File: src/rtl/imem_loader.sv
// imem_loader
//   Instruction memory for the cpu core with a byte-serial program-load port.
//   A load is a 16-bit big-endian word count N followed by N three-byte
//   big-endian words (19 significant bits each). The core is held in reset
//   for the whole load, then released for one clean reset cycle so its PC
//   starts at 0.
//
// Ports
//   CLK          sole clock, rising edge
//   RESET        synchronous active-high reset
//   LOAD_START   single-cycle request to begin (or restart) a program load
//   BYTE_IN      load-stream byte
//   BYTE_VALID   BYTE_IN valid this cycle
//   BYTE_READY   loader accepts a byte this cycle (registered, state only)
//   PC           fetch address from the core
//   INSTRUCTION  instruction at PC, zero when PC is past the loaded program
//   CPU_RESET    drives the core's RESET; low only while the program runs
//   LOAD_DONE    high while a loaded program is running
//   LOAD_ERR     last load declared more than DEPTH words
//   WORD_COUNT   number of valid words in memory
module imem_loader #(
  parameter int DEPTH  = 256,
  parameter int ADDR_W = 8
) (
  input  logic        CLK,
  input  logic        RESET,
  input  logic        LOAD_START,
  input  logic [7:0]  BYTE_IN,
  input  logic        BYTE_VALID,
  output logic        BYTE_READY,
  input  logic [31:0] PC,
  output logic [18:0] INSTRUCTION,
  output logic        CPU_RESET,
  output logic        LOAD_DONE,
  output logic        LOAD_ERR,
  output logic [15:0] WORD_COUNT
);

  localparam logic [2:0] IDLE    = 3'd0;
  localparam logic [2:0] HDR_HI  = 3'd1;
  localparam logic [2:0] HDR_LO  = 3'd2;
  localparam logic [2:0] DATA    = 3'd3;
  localparam logic [2:0] RELEASE = 3'd4;
  localparam logic [2:0] RUN     = 3'd5;

  localparam logic [16:0] DEPTH_W = 17'(DEPTH);

  logic [2:0]  state_r;
  logic [2:0]  next_state_s;
  logic [15:0] len_r;
  logic [15:0] idx_r;
  logic [1:0]  phase_r;
  logic [10:0] part_r;       // bits [18:8] of the word being assembled
  logic        xfer_s;
  logic        restart_s;
  logic        release_entry_s;
  logic        wr_en_s;
  logic [15:0] entry_len_s;
  logic [18:0] mem [DEPTH];

  // A restart wins over a byte in the same cycle, so the byte is not consumed.
  assign restart_s       = LOAD_START && (state_r != RELEASE);
  assign xfer_s          = BYTE_VALID && BYTE_READY && !LOAD_START;
  assign release_entry_s = (next_state_s == RELEASE) && (state_r != RELEASE);
  // Entry from HDR_LO only happens for an empty program.
  assign entry_len_s     = (state_r == DATA) ? len_r : 16'd0;
  assign wr_en_s         = xfer_s && (state_r == DATA) && (phase_r == 2'd2)
                           && ({1'b0, idx_r} < DEPTH_W);

  // Next-state logic of the load sequencer.
  always_comb begin
    next_state_s = state_r;
    case (state_r)
      IDLE: begin
        if (LOAD_START) next_state_s = HDR_HI;
        else            next_state_s = IDLE;
      end
      HDR_HI: begin
        if (LOAD_START)  next_state_s = HDR_HI;
        else if (xfer_s) next_state_s = HDR_LO;
        else             next_state_s = HDR_HI;
      end
      HDR_LO: begin
        if (LOAD_START) next_state_s = HDR_HI;
        else if (xfer_s) begin
          if ({len_r[15:8], BYTE_IN} == 16'd0) next_state_s = RELEASE;
          else                                 next_state_s = DATA;
        end else begin
          next_state_s = HDR_LO;
        end
      end
      DATA: begin
        if (LOAD_START) next_state_s = HDR_HI;
        else if (xfer_s && (phase_r == 2'd2) && (idx_r == len_r - 16'd1))
          next_state_s = RELEASE;
        else
          next_state_s = DATA;
      end
      RELEASE: next_state_s = RUN;
      RUN: begin
        if (LOAD_START) next_state_s = HDR_HI;
        else            next_state_s = RUN;
      end
      default: next_state_s = IDLE;
    endcase
  end

  // State register, registered handshake/core-reset outputs and status flags.
  always_ff @(posedge CLK) begin
    if (RESET) begin
      state_r    <= IDLE;
      BYTE_READY <= 1'b0;
      CPU_RESET  <= 1'b1;
      LOAD_DONE  <= 1'b0;
      LOAD_ERR   <= 1'b0;
      WORD_COUNT <= 16'd0;
    end else begin
      state_r    <= next_state_s;
      BYTE_READY <= (next_state_s == HDR_HI) || (next_state_s == HDR_LO)
                    || (next_state_s == DATA);
      CPU_RESET  <= (next_state_s != RUN);
      LOAD_DONE  <= (next_state_s == RUN);
      if (restart_s) begin
        LOAD_ERR   <= 1'b0;
        WORD_COUNT <= 16'd0;
      end else if (release_entry_s) begin
        LOAD_ERR   <= ({1'b0, entry_len_s} > DEPTH_W);
        WORD_COUNT <= ({1'b0, entry_len_s} > DEPTH_W) ? DEPTH_W[15:0] : entry_len_s;
      end
    end
  end

  // Header capture and word assembly (length, word index, byte phase).
  always_ff @(posedge CLK) begin
    if (RESET) begin
      len_r   <= 16'd0;
      idx_r   <= 16'd0;
      phase_r <= 2'd0;
      part_r  <= 11'd0;
    end else if (restart_s) begin
      idx_r   <= 16'd0;
      phase_r <= 2'd0;
    end else if (xfer_s) begin
      case (state_r)
        HDR_HI: len_r[15:8] <= BYTE_IN;
        HDR_LO: begin
          len_r[7:0] <= BYTE_IN;
          idx_r      <= 16'd0;
          phase_r    <= 2'd0;
        end
        DATA: begin
          case (phase_r)
            2'd0: begin
              part_r[10:8] <= BYTE_IN[2:0];
              phase_r      <= 2'd1;
            end
            2'd1: begin
              part_r[7:0] <= BYTE_IN;
              phase_r     <= 2'd2;
            end
            default: begin
              phase_r <= 2'd0;
              idx_r   <= idx_r + 16'd1;
            end
          endcase
        end
        default: phase_r <= phase_r;
      endcase
    end
  end

  // Instruction storage; words past DEPTH are consumed but never written.
  always_ff @(posedge CLK) begin
    if (wr_en_s) mem[idx_r[ADDR_W-1:0]] <= {part_r, BYTE_IN};
  end

  // Asynchronous fetch, gated so PCs past the program read as zero.
  always_comb begin
    if (PC < {16'd0, WORD_COUNT}) INSTRUCTION = mem[PC[ADDR_W-1:0]];
    else                          INSTRUCTION = 19'd0;
  end

endmodule

File: config.mk
export PLATFORM = sky130hd
export DESIGN_NAME = imem_loader
export DESIGN_NICKNAME = d
export VERILOG_FILES = /design/src/rtl/imem_loader.sv
export SDC_FILE = /design/constraint.sdc
export NUM_CORES = 2
export LEC_CHECK = 0
export ABC_AREA = 0
export CORE_ASPECT_RATIO = 1.4
export CORE_MARGIN = 2
export CORE_UTILIZATION = 63
export DETAILED_ROUTE_END_ITERATION = 6
export HOLD_SLACK_MARGIN = 0.05
export MAX_ROUTING_LAYER = met4
export PLACE_DENSITY_LB_ADDON = 0.3
export RECOVER_POWER = 100
export SYNTH_ARGS = -nofsm -noshare
export SYNTH_HDL_FRONTEND = slang
export SYNTH_MEMORY_MAX_BITS = 65536
export SYNTH_SLANG_ARGS = --single-unit
File: constraint.sdc
create_clock -name CLK -period 6.1 [get_ports CLK]
set_input_delay 0.61 -clock CLK [delete_from_list [all_inputs] [get_ports CLK]]
set_output_delay 0.61 -clock CLK [all_outputs]
set_load 0.1 [all_outputs]
* Word-level counts from Yosys, hierarchy flattened
Memory sizes are Yosys's and may differ from the RTL's. Cells that the tools add are included.
Operators by class: add/sub/neg operators 2, order comparisons 3, eq/ne operators 16, multiplexer cells 19, bitwise logic cells 1, reduce and logical (&&, ||, !) cells 24
Operator list (count):
- 16-bit two-way mux | 3
- 32-bit by 16-bit less-than comparator with 1-bit output | 1
- 16-bit case mux with 2 select lines | 1
- 19-bit two-way mux | 1
- 3-bit two-way mux | 6
- 3-bit case mux with 6 select lines | 1
- 16-bit by 1-bit adder with 16-bit output, second input constant | 1
- 16-bit == test | 1
- 16-bit by 9-bit > comparator with 1-bit output, second input constant | 1
- 16-bit logical NOT | 1
- 16-bit by 9-bit less-than comparator with 1-bit output, second input constant | 1
- 16-bit by 1-bit subtractor with 16-bit output, second input constant | 1
- 3-bit by 2-bit == test with 1-bit output, second input constant | 4
- 3-bit == test, second input constant | 4
- 1-bit logical AND | 9
- 3-bit AND reduction | 3
- 2-bit case mux with 2 select lines | 2
- 4-bit AND reduction | 2
- 3-bit by 1-bit == test with 1-bit output, second input constant | 2
- 3-bit != test, second input constant | 2
- 2-bit two-way mux | 2
- 2-bit OR reduction | 2
- 3-bit logical NOT | 1
- 1-bit two-way mux | 3
- other kinds (9) | 10
Storage, ports and cells: register bits after elaboration 68, bits in writable memories 4864, memories kept 1
Memory list:
- mem | depth 256, width 19, read ports 1, clocked after Yosys merged registers in 0, write ports 1, RTL line 59 | logic [18:0] mem [DEPTH];

* Longest topological paths before layout
depth in word-level cells 10, gate-level depth with buffers 14, mapped depth without buffers 9

* Worst setup path after synthesis
Ideal clock, no wire load.
path type flip-flop to output port, start point reg WORD_COUNT[4], end point out INSTRUCTION[7], arrival time 6.040 ns, data required time 5.490 ns, path slack -0.550 ns, stages on the path, launching flop included 9, path buffers 1, cell sequence dfxtp_1 -> inv_1 -> ha_1 -> a21o_1 -> a2111oi_0 -> a21oi_1 -> or3b_1 -> buf_1 -> o311ai_0
On the way: cells in the longest elaborated chain, start to end 2
Ends and longest elaborated chain:
- start, declared | RTL line 36 | output logic [15:0] WORD_COUNT
- start signal, assigned | RTL line 128 | WORD_COUNT <= ({1'b0, entry_len_s} > DEPTH_W) ? DEPTH_W[15:0] : entry_len_s;
- 32-bit by 16-bit less-than comparator with 1-bit output | RTL line 179 | if (PC < {16'd0, WORD_COUNT}) INSTRUCTION = mem[PC[ADDR_W-1:0]];
- 19-bit two-way mux | RTL line 179
- end, declared | RTL line 32 | output logic [18:0] INSTRUCTION,
Every way passes these cells.

* Worst setup path in the final report
start point in PC[1], end point out INSTRUCTION[4]
On the way: cells in the longest elaborated chain, start to end 2, elaborated cells between the ends (all ways) 3, those cells by class order compare (1); mux (1); memory (1)
Ends and longest elaborated chain:
- start, declared | RTL line 31 | input logic [31:0] PC,
- memory read 256 x 19 bit or 32-bit by 16-bit less-than comparator with 1-bit output (tied branches)
- 19-bit two-way mux * | RTL line 179
Mark *: on every way between the ends. The rest lies on a longest branch, timed or not.

==> Implementation_results.wiki <==
{| class="wikitable"
! Metric !! Value
|-
| Failing checks || capacitance limit, slew limit, setup timing
|-
| Largest net degree at the start of global routing || about 190
|-
| Launching element type of the critical path || input port
|-
| Final worst clock skew || 0.0622 ns
|-
| Final ANT Viol Nets || 0
|-
| Power Density || around 320 nW/um2
|-
| Static Leakage || ~76 nW
|-
| Largest buffer count on any clock path || 4
|-
| Startpoint of the most critical hold path || phase_r[1]
|-
| Buffering stage count on the worst path with inverters included || 7
|-
| Final period util || 102%
|-
| Number of I/O pins || 83
|-
| TritonCTS buffer count || between 400 and 500
|-
| Clk sink count || between 4000 and 5000
|-
| Buffers on Ports || slightly above 80
|-
| Most frequently used flop master after synthesis || sky130_fd_sc_hd__edfxtp_1
|-
| Wire length after detailed routing || ~580000 um
|-
| Length in cells of the worst reg-to-reg path || 1
|-
| Count of flip-flops with a built-in enable after synthesis || around 5000
|-
| Routing usage on met3 || between 8 and 9%
|-
| Unique masters post-synth || 85
|-
| Max_slew headroom || -254%
|-
| Number of gates resized after CTS || 0
|-
| Data arrival time at the worst-slack endpoint || 5.63 ns
|-
| Share of synthesized flip-flops with an asynchronous set or reset || 0%
|-
| Clock Power Share || around two fifths
|-
| Psw || roughly 14 mW
|-
| Die outline area || 310000 um2
|-
| Maximum clock rate || approximately 160 MHz
|-
| Placed Cells || 13900
|-
| Setup repair after global routing missed its margin || false
|-
| Starting density of the core || a little over three fifths
|-
| Crit path capture type || output port
|-
| Number of synthesis warnings || 0
|-
| Netlist Area Pre-Place || approximately 190000 um2
|-
| Highest-count cells in the layout ignoring fill and taps || sky130_fd_sc_hd__edfxtp_1, sky130_fd_sc_hd__mux2i_1, sky130_fd_sc_hd__mux4_2, sky130_fd_sc_hd__clkbuf_16, sky130_fd_sc_hd__clkbuf_1
|-
| Cells traversed along the worst timing path || buf_8 -> nor2b_1 -> buf_6 -> buf_4 -> a221oi_1 -> nor4_1 -> a311o_1 -> a31oi_1 -> buf_4 -> nor4_1 -> buf_4 -> o22ai_1 -> buf_4 -> buf_12
|-
| Register bit count reported by yosys || a little under 5000
|-
| Sum of negative setup slack || -0.147 ns
|-
| Worst reg2reg path startpoint || part_r[2]
|-
| Net switching fraction of the power || 21.1%
|-
| Global-route wire length before repair || between 800000 and 900000 um
|-
| Hold crit path type || flop to flop
|-
| Post-Layout Cell Count || approximately 15000
|-
| Root cell of the clock tree || sky130_fd_sc_hd__clkbuf_16
|-
| Routed vias || 108000
|-
| Routed wire per std cell || 39.2 um
|-
| Commonest non-fill, non-tap cell in the layout || sky130_fd_sc_hd__edfxtp_1
|-
| Nets || 10500
|-
| Hold path cells || 2
|-
| Most numerous cell on the critical path || sky130_fd_sc_hd__buf_4
|-
| Sequential share of power || 54.3%
|-
| Met2 Use GR || between 50% and 60%
|-
| Max stage delay cell, worst path || sky130_fd_sc_hd__nor4_1
|-
| Setup slack on the worst flop-to-flop path || approximately 0.30 ns
|-
| Final RePlAce weighted congestion || ~1.0
|-
| Routing layer with the top usage in global route || met2
|-
| Clock slew at the register clock pins of the worst setup and hold paths || around 0.060 ns
|-
| Worst min-delay path endpoint || phase_r[1]
|-
| Number of global-route vias before repair || 106000
|-
| Transition time at the pin with the least slew margin || 5.31 ns
|-
| Final number of max-transition violations || 6845
|-
| Largest delay contributor family on the critical path || buffers and inverters
|-
| Std-Cell Core Area || 305000 um2
|-
| Fraction of layout instances using a drive strength above 1 || between 10% and 20%
|-
| Longest individual stage delay on the worst path || ~1 ns
|-
| Post-DP HPWL || about 350000 um
|-
| GRT met1 Usage || between 40 and 50%
|-
| Synthesized instance count || between 9000 and 10000
|-
| Average cell area after synthesis || about 20 um2
|-
| Drt initial violations || ~18000
|-
| Residual DRC || 0
|-
| Average vias per placed instance || around 7.3
|-
| Critical path start-end classification || input port to output port
|-
| Count of H-tree levels built during CTS || 5
|-
| Run status || complete, but fails checks
|-
| Sequential element share of the synthesized area || 76.6%
|-
| Synthesized Nets || between 9000 and 10000
|-
| Combinational Power Share || 4.5%
|-
| Pint || roughly 54 mW
|-
| Data required time at the worst endpoint || around 5.5 ns
|-
| Endpoint of the worst-slack reg-to-reg timing path || mem[83][10]
|-
| Post-route setup slack || -0.144 ns
|-
| First-pass detailed-route iteration total || 7
|-
| Antenna violations before repair || 32
|-
| Count of fill cells added during filler insertion || about 18000
|-
| Count of final hold-check violations || 0
|-
| Largest fanout on the critical path || 61
|-
| Synthesis-to-layout area growth || 11.7%
|-
| Floorplan die height || ~660 um
|-
| TritonCTS clock tree || done
|-
| Die boundary width || roughly 470 um
|-
| Total routing resource utilization after global routing || between 30% and 40%
|-
| Max Cap Violations || 166
|-
| Overall overflow remaining after global route || 0
|-
| Count of standard-cell rows || between 200 and 250
|-
| Final number of setup-violating endpoints || 2
|-
| Worst IR Drop VDD || about 0.26 mV
|-
| Clock latency of the later-clocked register in the worst-skew pair || a little under 1 ns
|-
| Fin crit period || about 6.2 ns
|}
-- power groups by stage --
stage | sequential, mW | combinational (mW) | clock (mW)
after floorplan | 37.6 | 1.52 | 0
after global placement | 37.6 | 2.91 | 0
after detailed placement | 37.6 | 2.96 | 0
after CTS | 36.9 | 2.98 | 28.1
after global routing | 36.9 | 3.07 | 29.3
final | 36.9 | 3.07 | 28.0
-- metrics by stage --
stage                     total power, mW  setup slack (ns)  cell area (um2)  util [%]  hold WS, ns
after floorplan                      39.1             0.494           193000         -        0.439
after global placement               40.5           -0.0695           202000      66.4        0.455
after detailed placement             40.6             0.316           202000      66.4        0.457
after CTS                            67.9             0.312           217000      71.2       0.0658
after global routing                 69.2             0.139           215000      70.6        0.502
final                                68.0            -0.144           215000      70.6        0.473
-- what timing repair did --
item	CTS	global route
hold buffers	2	0
setup buffers	0	0
endpoints found under the setup margin	0	0
hold endpoints to repair	16	0
-- kinds of logic after synthesis --
| kind of cell | Yosys count | synth area share, % |
|---|---|---|
| adder cells (fa/ha/maj) | 20 | 0.130 |
| flip-flops | 4932 | 76.6 |
| XOR/XNOR | 27 | 0.123 |
| buffers and inverters | 666 | 1.71 |
| AO/OA/AOI/OAI | 1425 | 5.34 |
| multiplexers | 1774 | 13.8 |
| AND/OR/NAND/NOR | 991 | 2.38 |
-- flip-flops by register name (all words and copies together), names as in the netlist --
| signal | count |
|---|---|
| BYTE_READY | 1 |
| phase_r | 2 |
| len_r | 16 |
| LOAD_DONE | 1 |
| WORD_COUNT | 16 |
| CPU_RESET | 1 |
| LOAD_ERR | 1 |
| mem | 4864 |
| idx_r | 16 |
| state_r | 3 |
| part_r | 11 |
-- worst max-delay path by stage --
stage	from	endpoint	slack [ns]	cells after the start
2_1_floorplan	WORD_COUNT[4]	INSTRUCTION[15]	0.49	9
3_3_place_gp	PC[0]	INSTRUCTION[0]	-0.07	10
3_5_place_dp	PC[0]	INSTRUCTION[0]	0.32	11
4_1_cts	PC[0]	INSTRUCTION[0]	0.31	11
5_1_grt	BYTE_IN[4]	mem[61][4]	0.14	2
6_report	PC[1]	INSTRUCTION[4]	-0.14	14
-- cell type report --
type	instances	area [um2]	area share [%]
antenna	40	100	0.0465
clock buffer	536	11700	5.42
clock inverter	273	2740	1.27
inverter	37	156	0.0727
multi-input combinational	4237	42400	19.7
sequential	4932	147000	68.5
tap	3993	5000	2.32
timing repair buffer	752	5660	2.63
-- cell usage after synthesis (all sizes together) (59+ instances only) --
cell type     n  area, um2
a21oi       210       1050
o31ai        59        443
o21ai       276       1380
mux2i      1025      10300
mux4        691      15600
a22oi        74        556
a221oi      282       2480
a211oi       69        518
nand3        71        355
nand2       152        571
edfxtp     4864     146000
clkbuf      338       1300
a221o       155       1550
o22ai        70        438
nor3        105        526
dfxtp        68       1360
buf         290       1840
nor2        446       1670
-- per-layer routing --
layer | up-vias | wire length [um] | share of wire (%)
met3 | 1979 | 73900 | 13
li1 | 42000 | - | -
met4 | 0 | 53600 | 9.2
met2 | 8996 | 272000 | 47
met5 | - | 0 | 0
met1 | 54900 | 181000 | 31
Note: power is estimated with default switching activity, not from simulation.
